## src/rtl/slider_bcd_stepper.sv

```systemverilog
// Slider-driven packed-BCD stepper with 2-FF input sync and auto-repeat.
// Lowest held slider wins; wrap or saturate at the range limits.
module slider_bcd_stepper #(
  parameter int NUM_DIGITS    = 4,
  parameter int REPEAT_CYCLES = 32500000,
  parameter bit WRAP_MODE     = 1'b1
) (
  input  logic                    clk,
  input  logic                    rst_n,
  input  logic [NUM_DIGITS-1:0]   slider,
  input  logic                    dir,
  input  logic                    clear,
  output logic [4*NUM_DIGITS-1:0] bcd,
  output logic                    step_pulse,
  output logic                    limit_pulse
);

  localparam int IW = (NUM_DIGITS > 1) ? $clog2(NUM_DIGITS) : 1;
  localparam int TW = $clog2(REPEAT_CYCLES);
  localparam logic [TW-1:0] T_LAST = TW'(REPEAT_CYCLES - 1);

  typedef enum logic {IDLE, HELD} state_e;

  state_e                  state_q;
  logic [NUM_DIGITS-1:0]   sync1_q;
  logic [NUM_DIGITS-1:0]   sync2_q;
  logic [IW-1:0]           sel_q;
  logic [TW-1:0]           timer_q;
  logic [4*NUM_DIGITS-1:0] bcd_q;
  logic                    step_q;
  logic                    limit_q;

  logic                    sel_v;
  logic [IW-1:0]           sel_idx;
  logic                    do_step;
  logic [4*NUM_DIGITS-1:0] bcd_d;
  logic                    ovf_d;
  logic [3:0]              dig;
  logic                    cy;

  always_comb begin
    sel_v   = |sync2_q;
    sel_idx = '0;
    for (int i = NUM_DIGITS - 1; i >= 0; i--) begin
      if (sync2_q[i]) sel_idx = IW'(i);
    end
  end

  always_comb begin
    do_step = 1'b0;
    unique case (state_q)
      IDLE: do_step = sel_v;
      HELD: do_step = sel_v &&
                      ((sel_idx != sel_q) || (timer_q == T_LAST));
      default: do_step = 1'b0;
    endcase
    do_step = do_step && !clear;
  end

  // Decimal +/-1 starting at the selected digit; cy out means range exceeded.
  always_comb begin
    bcd_d = bcd_q;
    cy    = 1'b1;
    dig   = '0;
    for (int i = 0; i < NUM_DIGITS; i++) begin
      dig = bcd_q[4*i +: 4];
      if (cy && (i >= int'(sel_idx))) begin
        if (!dir) begin
          cy  = (dig == 4'd9);
          dig = cy ? 4'd0 : dig + 4'd1;
        end else begin
          cy  = (dig == 4'd0);
          dig = cy ? 4'd9 : dig - 4'd1;
        end
      end
      bcd_d[4*i +: 4] = dig;
    end
    ovf_d = cy;
    if (ovf_d && !WRAP_MODE) begin
      bcd_d = dir ? '0 : {NUM_DIGITS{4'h9}};
    end
  end

  always_ff @(posedge clk or negedge rst_n) begin
    if (!rst_n) begin
      state_q <= IDLE;
      sync1_q <= '0;
      sync2_q <= '0;
      sel_q   <= '0;
      timer_q <= '0;
      bcd_q   <= '0;
      step_q  <= 1'b0;
      limit_q <= 1'b0;
    end else begin
      sync1_q <= slider;
      sync2_q <= sync1_q;
      step_q  <= do_step;
      limit_q <= do_step && ovf_d;
      if (clear) begin
        bcd_q   <= '0;
        timer_q <= '0;
        sel_q   <= sel_idx;
        state_q <= sel_v ? HELD : IDLE;
      end else begin
        if (do_step) bcd_q <= bcd_d;
        unique case (state_q)
          IDLE: begin
            timer_q <= '0;
            if (sel_v) begin
              state_q <= HELD;
              sel_q   <= sel_idx;
            end
          end
          HELD: begin
            if (!sel_v) begin
              state_q <= IDLE;
              timer_q <= '0;
            end else if (do_step) begin
              timer_q <= '0;
              sel_q   <= sel_idx;
            end else begin
              timer_q <= timer_q + 1'b1;
            end
          end
          default: state_q <= IDLE;
        endcase
      end
    end
  end

  assign bcd         = bcd_q;
  assign step_pulse  = step_q;
  assign limit_pulse = limit_q;

endmodule

```

## config.mk

```make
export PLATFORM = sky130hd
export DESIGN_NAME = slider_bcd_stepper
export DESIGN_NICKNAME = d
export VERILOG_FILES = /design/src/rtl/slider_bcd_stepper.sv
export SDC_FILE = /design/constraint.sdc
export NUM_CORES = 1
export LEC_CHECK = 0
export ABC_AREA = 1
export CORE_AREA = 2 2 91 71
export DETAILED_ROUTE_END_ITERATION = 10
export DIE_AREA = 0 0 93 73
export GPL_ROUTABILITY_DRIVEN = 1
export HOLD_SLACK_MARGIN = 0.1
export PLACE_DENSITY = 0.9
export SETUP_SLACK_MARGIN = 0.5
export SYNTH_ARGS = -nofsm -noshare
export SYNTH_HDL_FRONTEND = slang
export SYNTH_SLANG_ARGS = --single-unit
export TNS_END_PERCENT = 30
```

## constraint.sdc

```tcl
create_clock -name clk -period 3.1 [get_ports clk]
set_input_delay 0.465 -clock clk [delete_from_list [all_inputs] [get_ports clk]]
set_output_delay 0.465 -clock clk [all_outputs]
set_load 0.03 [all_outputs]
```

==> impl_metrics.toml, run 1 <==
[global_route]
grt_max_degree = 26
grt_antenna_before_repair = 0
grt.overflow.total = 0
grt_pass1_wl_um = 12700
grt_pass1_vias = 2848
grtUsageTotal_pct = 23.1

[floorplan]
die_y_um = 73
boundaryPins = 26
design.die.area_um2 = 6790
fp.coreArea_um2 = 6010
placement_rows = 25
start_util_pct = 57.4
dieWidth_um = 93

[worst_setup_path]
path_class = "register to output port"
slowest_delay_ns = 0.75
worst_setup_path_end_kind = "output port"
critPathArrivalTime_ns = 1.56
critical-path-top-delay-family = "buffers and inverters"
worst_path_max_delay_cell = "sky130_fd_sc_hd__clkdlybuf4s50_1"
timing.critical_path.from_type = "register"
worstReg2RegEnd = "timer_q[20]"
rrSetupSlack_ns = 1.25
cp-startpoint = "bcd[1]"
cp.buffers_inverters = 1
cp_data_required_time_ns = 2.63
critical_path_peak_fanout = 8
timing.critical_path.cells = "clkdlybuf4s50_1"
rr_worst_depth = 8
ff_to_ff_start = "timer_q[0]"

[clock_tree]
clock_insertion_delay_worst_skew_ns = 0.31
ctsHoldBuffers = 0
clk_pin_slew_ns = 0.10
cts-resized-gates = 0
clock_buffers_created_by_tritoncts = 5
clock_sink_count = 54
tritoncts = "yes"
cts_setup_buffers = 0
cts-root-buf = "sky130_fd_sc_hd__clkbuf_8"
clockBufferDepth = 2
clock_tree.htree_level_count = 2

[yosys]
syn-cell-area_um2 = 3450
synth_enable_flop_cells = 0
synth.avg_cell_area_um2 = 7.58
synth_sequential_area_ratio_pct = 39.2
dominantRegCellSynth = "sky130_fd_sc_hd__dfrtp_1"
yosysUniqueCellTypes = 40
syn-instance-count = 455
syn-num-nets = 470
ys.warnings.count = 0
synth_async_sr_flop_share_pct = 100
ys_ff_latch = 54

[drt]
drc = 0
first_pass_iters = 5
drt_iter0_markers = 248
vias = 3136
route.final.wire_length_um = 7550
detail_route.vias_per_cell = 5.57
routedWlPerCell_um = 13.4
postRouteAntennaNets = 0

[pwr]
share_seq_of_total_power_pct = 42.5
cellPowerDensity_nw_per_um2 = 492
power.share.clock_pct = 28.7
net_switching_fraction_of_the_power_pct = 33.8
relative_contribution_of_combinational_cells_to_total_power_pct = 28.8
netsw_mw = 0.648
total_leakage_power_nw = 1.85
p_int_mw = 1.27
peakVddDrop_mv = 0.367

[placed_design]
gp_congestion = 0.916
io_buffers = 25
detailedPlace.worstSlack_ns = 0.808
hpwlAfterDp_um = 5670

[job]
cap_violations = 0

[sta]
grt_setup_unrepaired = "false"
setup_viol = 0
worstMarginPinSlew_ns = 0.533
fin_ws_ns = 1.08
timing.final.max_slew_violations = 0
final_hold_viol_count = 0
max_freq_mhz = 495
worst_clock_skew_ns = 0.0102
timing.final.crit_period_ns = 2.02
final.period_utilization_pct = 65.2
max_slew_margin_pct = 64.5
tns_ns = 0

[min_path]
worst_hold_path_type = "input pin to asynchronous set/reset pin"

[final_layout]
design.final.nets = 496
num_antenna_cells = 0
area.growth.synth_to_final_pct = 13.3
post_route_cells_drive_above_1_share_pct = 10.4

[status]
run_status = "finished clean"
[sequential cells by signal (all words and copies together) (netlist names)]
signal       flops
sync1_q          4
limit_pulse      1
sel_q            2
bcd             16
step_pulse       1
timer_q         25
sync2_q          4
state_q          1
[cells by family after synthesis]
family | synth area share, %
AO/OA/AOI/OAI | 6.17
buffers and inverters | 8.13
AND/OR/NAND/NOR | 41.2
flip-flops | 39.2
XOR/XNOR | 2.79
adder cells (fa/ha/maj) | 2.54
[cell usage after synthesis, types with 2 or more instances]
master	count	area share, %
sky130_fd_sc_hd__a21oi_1	15	2.2
sky130_fd_sc_hd__a31oi_1	5	0.91
sky130_fd_sc_hd__buf_2	4	0.58
sky130_fd_sc_hd__clkbuf_1	2	0.22
sky130_fd_sc_hd__clkbuf_2	2	0.29
sky130_fd_sc_hd__dfrtp_1	54	39
sky130_fd_sc_hd__ha_1	7	2.5
sky130_fd_sc_hd__inv_1	47	5.1
sky130_fd_sc_hd__inv_2	7	0.76
sky130_fd_sc_hd__nand2_1	107	12
sky130_fd_sc_hd__nand2_2	4	0.73
sky130_fd_sc_hd__nand2_4	3	0.98
sky130_fd_sc_hd__nand2_8	3	1.7
sky130_fd_sc_hd__nand3_1	56	8.1
sky130_fd_sc_hd__nand4_1	8	1.5
sky130_fd_sc_hd__nor2_1	60	6.5
sky130_fd_sc_hd__nor2_2	3	0.54
sky130_fd_sc_hd__nor2_4	6	2.0
sky130_fd_sc_hd__nor2_8	2	1.2
sky130_fd_sc_hd__nor3_1	13	1.9
sky130_fd_sc_hd__nor3_2	4	1.2
sky130_fd_sc_hd__nor3b_1	4	0.87
sky130_fd_sc_hd__o211ai_1	2	0.44
sky130_fd_sc_hd__o21ai_0	10	1.5
sky130_fd_sc_hd__o21ai_1	3	0.44
sky130_fd_sc_hd__xor2_1	10	2.5
[worst max path at each step]
stage / to / slack, ns / depth (start not counted)
6_report: bcd[1] / 1.08 / 1
5_1_grt: bcd[13] / 0.91 / 10
4_1_cts: bcd[7] / 1.09 / 1
3_5_place_dp: bcd[10] / 0.81 / 10
3_3_place_gp: bcd[11] / 0.90 / 10
2_1_floorplan: bcd[12] / 1.43 / 9
[stage by stage]
stage               utilization [%]  area (um2)  instances  total power, mW  hold slack [ns]
finish                         65.0        3910        563             1.92            0.124
floorplan                         -        3450        455             1.20            0.169
CTS                            65.0        3910        563             1.93            0.141
detailed placement             62.7        3770        555             1.37            0.339
global placement               62.7        3770        555             1.35            0.335
global route                   65.0        3910        563             2.02            0.170
[power groups by stage]
stage	combinational (mW)	clock [mW]	sequential [mW]
global placement	0.524	0	0.827
finish	0.553	0.551	0.816
global route	0.607	0.588	0.825
CTS	0.547	0.563	0.816
floorplan	0.327	0	0.875
detailed placement	0.543	0	0.830
[cells in the final DEF, fill, tap and decap left out, types with 2 or more instances in the layout]
cell type / count
sky130_fd_sc_hd__nor3_1: 13
sky130_fd_sc_hd__inv_1: 47
sky130_fd_sc_hd__o21ai_0: 10
sky130_fd_sc_hd__nor3_2: 4
sky130_fd_sc_hd__nand4_1: 8
sky130_fd_sc_hd__nand2_4: 3
sky130_fd_sc_hd__nor2_2: 3
sky130_fd_sc_hd__clkdlybuf4s50_1: 24
sky130_fd_sc_hd__o21ai_1: 3
sky130_fd_sc_hd__nor2_1: 60
sky130_fd_sc_hd__nand2_8: 3
sky130_fd_sc_hd__nand2_2: 4
sky130_fd_sc_hd__bufinv_16: 2
sky130_fd_sc_hd__clkbuf_8: 5
sky130_fd_sc_hd__a21oi_1: 15
sky130_fd_sc_hd__a31oi_1: 5
sky130_fd_sc_hd__xor2_1: 10
sky130_fd_sc_hd__nor2_8: 2
sky130_fd_sc_hd__nand3_1: 56
sky130_fd_sc_hd__inv_2: 7
sky130_fd_sc_hd__buf_4: 4
sky130_fd_sc_hd__dfrtp_1: 54
sky130_fd_sc_hd__o211ai_1: 2
sky130_fd_sc_hd__nand2_1: 107
sky130_fd_sc_hd__nor2_4: 6
sky130_fd_sc_hd__nor3b_1: 4
sky130_fd_sc_hd__ha_1: 7
[routing by layer]
| metal | GRT usage [%] | wire (um) |
|---|---|---|
| met1 | 33.0 | 3410 |
| met2 | 37.8 | 3490 |
| met3 | 3.31 | 572 |
| met4 | 5.07 | 69 |
| met5 | 0 | 0 |
[cell type report]
class	count	area (um2)
clock buffer	5	68.8
clock inverter	3	68.8
fill	483	2100
inverter	56	224
multi-input combinational	335	1820
sequential	54	1350
tap	81	101
timing repair buffer	29	275
(Power assumes the default switching activity.)
==> run 2, diff against run 1 <==
--- a/config.mk
+++ b/config.mk
@@ -6,12 +6,12 @@
 export NUM_CORES = 1
 export LEC_CHECK = 0
 export ABC_AREA = 1
-export CORE_AREA = 2 2 91 71
+export CORE_AREA = 2 2 97 75
 export DETAILED_ROUTE_END_ITERATION = 10
-export DIE_AREA = 0 0 93 73
+export DIE_AREA = 0 0 99 77
 export GPL_ROUTABILITY_DRIVEN = 1
 export HOLD_SLACK_MARGIN = 0.1
-export PLACE_DENSITY = 0.9
+export PLACE_DENSITY = 0.85
 export SETUP_SLACK_MARGIN = 0.5
 export SYNTH_ARGS = -nofsm -noshare
 export SYNTH_HDL_FRONTEND = slang
==> constraint.sdc (replaced) <==
create_clock -name clk -period 1.6 [get_ports clk]
set_input_delay 0.24 -clock clk [delete_from_list [all_inputs] [get_ports clk]]
set_output_delay 0.24 -clock clk [all_outputs]
set_load 0.03 [all_outputs]
==> run 2 against run 1 <==
Compared with the run above: the flow now finishes with violations (setup timing); total power increased by 110%; count of clock-buffer cells in the layout rose by 1; wire length grew 37%; design area up 20%.
==> impl_metrics.toml, run 2 (same netlist as run 1, synthesis figures left out) <==
[worst_setup_path]
critPathArrivalTime_ns = 1.98
timing.critical_path.from_type = "register"
critical_path_peak_fanout = 4
timing.critical_path.cells = "ha_4 > nand2_4 > nor2_8 > nand4_1 > nor3_1 > nand2_1 > o21ai_0 > nor2_1"
path_class = "register to register"
worst_setup_path_end_kind = "register"
slowest_delay_ns = 0.41
worst_path_max_delay_cell = "sky130_fd_sc_hd__dfrtp_1"
cp_data_required_time_ns = 1.79

[status]
run_status = "finished, violations left"
failed_checks = "setup timing"

[final_layout]
layout_commonest_cell = "sky130_fd_sc_hd__nand2_1"
register_ranked_first_by_flip_flop_count = "timer_q"
num_antenna_cells = 0
largest_register_ffs = 25
utilization_after_layout_pct = 70.4
post_route_cells_drive_above_1_share_pct = 38.5
area.growth.synth_to_final_pct = 36.1
mostFrequentLayoutCells = "sky130_fd_sc_hd__nand2_1, sky130_fd_sc_hd__nor2_1, sky130_fd_sc_hd__buf_4"
final_cell_count_no_fill = 617
layout.filler_cells = 433
design.final.nets = 547

[drt]
first_pass_iters = 9
routedWlPerCell_um = 16.8
postRouteAntennaNets = 0
route.final.wire_length_um = 10300
vias = 3551
detail_route.vias_per_cell = 5.76
drc = 0
drt_iter0_markers = 319

[clock_tree]
clock_sink_count = 54
cts-root-buf = "sky130_fd_sc_hd__clkbuf_8"
clock_insertion_delay_worst_skew_ns = 0.30
clockBufferDepth = 2
clock_tree.htree_level_count = 2
tritoncts = "yes"
clk_pin_slew_ns = 0.10
clock_buffers_created_by_tritoncts = 5

[floorplan]
start_util_pct = 51.7
boundaryPins = 26
fp.coreArea_um2 = 6670
placement_rows = 26
design.die.area_um2 = 7620
die_y_um = 77
dieWidth_um = 99

[pwr]
total_leakage_power_nw = 2.24
cellPowerDensity_nw_per_um2 = 846
peakVddDrop_mv = 0.579

[min_path]
worst_hold_path_type = "register to register"

[sta]
worstMarginPinSlew_ns = 0.394
worst_clock_skew_ns = 0.00784
timing.final.max_slew_violations = 0
tns_ns = -2.52
max_slew_margin_pct = 73.5
holdWs_ns = 0.357
final.period_utilization_pct = 112
fin_ws_ns = -0.185
grt_setup_unrepaired = "true"
final_hold_viol_count = 0
setup_viol = 42
max_freq_mhz = 560
timing.final.crit_period_ns = 1.78

[global_route]
grt_use_met1_pct = 33.1
grt_use_met3_pct = 3.19
grtUsageTotal_pct = 22.0
grt_max_degree = 55
grt_pass1_wl_um = 14000
grt.overflow.total = 0
grt_use_met2_pct = 33.6
grt_pass1_vias = 3010
grt_most_used_layer = "met2"
grt_antenna_before_repair = 0

[placed_design]
gp_congestion = 0.942
count_of_placed_standard_cells_including_taps = 581
detailedPlace.worstSlack_ns = -0.0899
io_buffers = 25
hpwlAfterDp_um = 5820

[job]
cap_violations = 0
[run 2: cell types whose count changed in the layout (fill, tap and decap cells not counted), sizes merged]
| cell | change |
|---|---|
| clkinvlp | +1 |
| clkbuf | +2 |
| bufinv | -2 |
| nand2 | +1 |
| dlygate4sd3 | +1 |
| clkdlybuf4s50 | -18 |
| buf | +66 |
[run 2: area by class of cell]
class | instances | area (um2) | area share, %
multi-input cells | 336 | 2150 | 45.8
clock buffers | 6 | 82.6 | 1.76
well taps | 84 | 105 | 2.24
flip-flops and latches | 54 | 1370 | 29.1
repair buffers | 79 | 748 | 15.9
inverters | 56 | 229 | 4.88
clock inverters | 2 | 12.5 | 0.267
[run 2: power breakdown]
group | internal [mW] | total, mW | switching (mW)
Clock | 0.349 | 0.803 | 0.454
Sequential | 1.46 | 1.60 | 0.135
Combinational | 0.660 | 1.57 | 0.912
[run 2: path summary, 6_finish.rpt]
| kind | from | to | slack [ns] | cells after the start |
|---|---|---|---|---|
| setup / recovery | timer_q[1] | timer_q[18] | -0.18 | 8 |
| hold / removal | sync1_q[0] | sync2_q[0] | 0.36 | 0 |
| setup reg to reg | timer_q[1] | timer_q[18] | -0.18 | 8 |
| hold reg to reg | sync1_q[0] | sync2_q[0] | 0.36 | 0 |
| max in group asynchronous | rst_n | bcd[9] | 0.90 | 3 |
| min in group asynchronous | rst_n | sel_q[1] | 0.46 | 3 |
[run 2: metal layers]
metal | vias up | routed length, um
met5 | - | 0
met4 | 0 | 370
met3 | 48 | 794
met2 | 217 | 4750
met1 | 1663 | 4430
li1 | 1623 | -
[run 2: timing repair]
item / CTS / global route
endpoints found under the setup margin: 64 / 63
cloned: 0 / 2
setup buffers: 5 / 20
resized for setup: 135 / 65
endpoints found under the hold margin: 54 / 0
pin swaps: 28 / 23
hold buffers: 1 / 0
[run 2: critical path: cells and delay by family (launching register included)]
kind	cells	cell delay, ns
compound gates	1	0.23
fa+ha+maj	1	0.17
flops	1	0.41
simple gates	6	0.85
[run 2: per-stage QoR]
stage | instance area [um2] | total power [mW]
2_1_floorplan | 3540 | 2.39
3_3_place_gp | 4060 | 2.76
3_5_place_dp | 4060 | 2.80
4_1_cts | 4280 | 3.63
5_1_grt | 4690 | 4.15
6_report | 4690 | 3.97
==> RTL change: new RTL, flow settings as in run 2 <==
The parameter `REPEAT_CYCLES` goes from 32500000 to 65000000.
--- a/src/rtl/slider_bcd_stepper.sv
+++ b/src/rtl/slider_bcd_stepper.sv
@@ -2,7 +2,7 @@
 // Lowest held slider wins; wrap or saturate at the range limits.
 module slider_bcd_stepper #(
   parameter int NUM_DIGITS    = 4,
-  parameter int REPEAT_CYCLES = 32500000,
+  parameter int REPEAT_CYCLES = 65000000,
   parameter bit WRAP_MODE     = 1'b1
 ) (
   input  logic                    clk,
Formal check against the unedited RTL: same outputs for any inputs over 4 cycles, from zero or initial values and one cycle with rst_n low; that may be too few to reach the edited logic, so the function may still have changed.
==> RTL change against run 2 <==
Setup slack worse by 150 ps; the run still ends with negative setup slack left; combinational power up 12%; fmax down 8.0%; total power up 14%; synthesized area down 3.6%; sequential cell count up 1; first-iteration DRC count up 2.2%; utilization down 0.62 points; die area unchanged; final cell count up 2.8%; sequential power up 4%; wire length down 0.28%; cell area down 0.88%.
==> RTL change: results (changes against run 2) <==
outcome=complete, but fails checks; failing checks=negative setup slack; Psw=1.655 mW (+10%); DR pass1 iterations=7 (-2); worst min-delay path category=in2reg; HPWL after DPL=6345 um (+9.0%); first-pass GRT wire length=16300 um (+17%); Slew @ Worst Pin=397.4 ps (+2.964 ps); pre-CTS setup slack=-188.8 ps (-98.97 ps); Final Net Count=568 (+3.8%); CTS root buf=clkbuf_8; DRT Wirelength=10310 um (-0.28%); share of layout cells above drive strength 1=28.91% (-9.6 points); Setup TNS=-13030 ps (-10510 ps); vias in the first global route=3492 (+16%); maximum vdd drop=0.8190 mV (+41%); reg2reg path depth=9 (+1); Fillers=432 (-0.23%); Clock Latency Late Sink=320 ps (+20 ps); hold_sp=slider[0]; post-synthesis sequential area ratio=41.40% (+2.2 points); top cells by area, synth=dfrtp_1 (41%), nand2_1 (13%), nor2_1 (7.6%); Final Wtd Congestion=0.9204 (-2.3%); area after detailed placement=4144 um^2 (+2.0%); final worst setup slack=-339.4 ps (-154.9 ps); Netlist cell types=35 (-13%); Vias/cell=5.722 (-0.57%); Worst Path Max Fanout=10 (+6); post-synth net total=472 (+0.43%); Pleak=2.302 nW (+2.6%); clk_skew=5.634 ps (-2.202 ps); max reg flops=26 (+4.0%); top cells by count, synth=nand2_1 (115), nor2_1 (67), dfrtp_1 (55), inv_1 (51), nand3_1 (41); R2R Path End=timer_q[16]$_DFF_PN0_; Worst-path clk slew=100 ps (about the same); setup violators final=46 (+9.5%); CP arrival=2150 ps (+170 ps); gr usage total=26.26% (+4.2 points); pin count of the biggest net entering global routing=22 (-60%); DR iter-0 viols=326 (+2.2%)
RTL change: cell count changes after synthesis, moves of 4 or more:
cell and delta:
clkbuf_1 +4, ha_1 +4, inv_1 +4, inv_2 -6, nand2_1 +8, nand3_1 -15, nor2_1 +7, nor2_4 -4
o21ai_0 +4
RTL change: cell families after synthesis:
family	synth area share [%]
simple gates	35.34
buf+inv	7.489
flops	41.40
compound gates	7.678
xor+xnor	3.952
fa+ha+maj	4.140
RTL change: layout make-up:
class	count	share of cell area, %
multi-input cells	335	41.32
flip-flops and latches	55	29.81
repair buffers	100	19.50
inverters	52	4.251
well taps	84	2.260
clock buffers	6	1.560
clock inverters	2	1.291
RTL change: routing by layer:
layer	vias to the layer above	track usage (%)	wire [um]
met5	-	0	0
met1	1682	34.66	4039
li1	1648	-	-
met4	0	6.712	364
met2	243	43.18	4916
met3	55	6.746	991
RTL change: power groups by stage:
stage / clock [mW] / combinational (mW) / sequential, mW
finish: 1.10 / 1.76 / 1.66
global route: 1.18 / 1.92 / 1.67
CTS: 1.10 / 1.60 / 1.64
detailed placement: 0 / 1.54 / 1.66
global placement: 0 / 1.49 / 1.66
floorplan: 0 / 0.758 / 1.82
RTL change: worst min-delay path by stage:
stage	end	slack (ps)	depth (start not counted)
2_1_floorplan	bcd[0]$_DFFE_PN0P_	-60	0
3_3_place_gp	bcd[4]$_DFFE_PN0P_	180	1
3_5_place_dp	bcd[4]$_DFFE_PN0P_	180	1
4_1_cts	sync1_q[0]$_DFF_PN0_	350	1
5_1_grt	sync1_q[3]$_DFF_PN0_	330	1
6_report	sync1_q[0]$_DFF_PN0_	350	1
RTL change: critical path, stage by stage (launching register included):
cell and delay, ps:
dfrtp_1 440, ha_4 180, nand3_4 100, nor3b_4 280
nand3_2 180, buf_4 170, nand4_1 100, buf_6 160
clkbuf_16 160, nor3_1 50
RTL change: metrics by stage:
step / power (mW) / util, % / instances
global placement: 3.148 / 62.14 / 609
global route: 4.770 / 69.74 / 634
detailed placement: 3.209 / 62.14 / 609
floorplan: 2.582 / - / 453
CTS: 4.342 / 66.83 / 627
finish: 4.517 / 69.74 / 634
RTL change: repair_timing:
action                                  in CTS  in global routing
buffers inserted                             9                  5
hold buffers                                 1                  0
gates cloned                                 0                  2
hold endpoints to repair                    12                  0
pin swaps                                   11                 11
endpoints found under the setup margin      64                 64
resized for setup                          104                 38
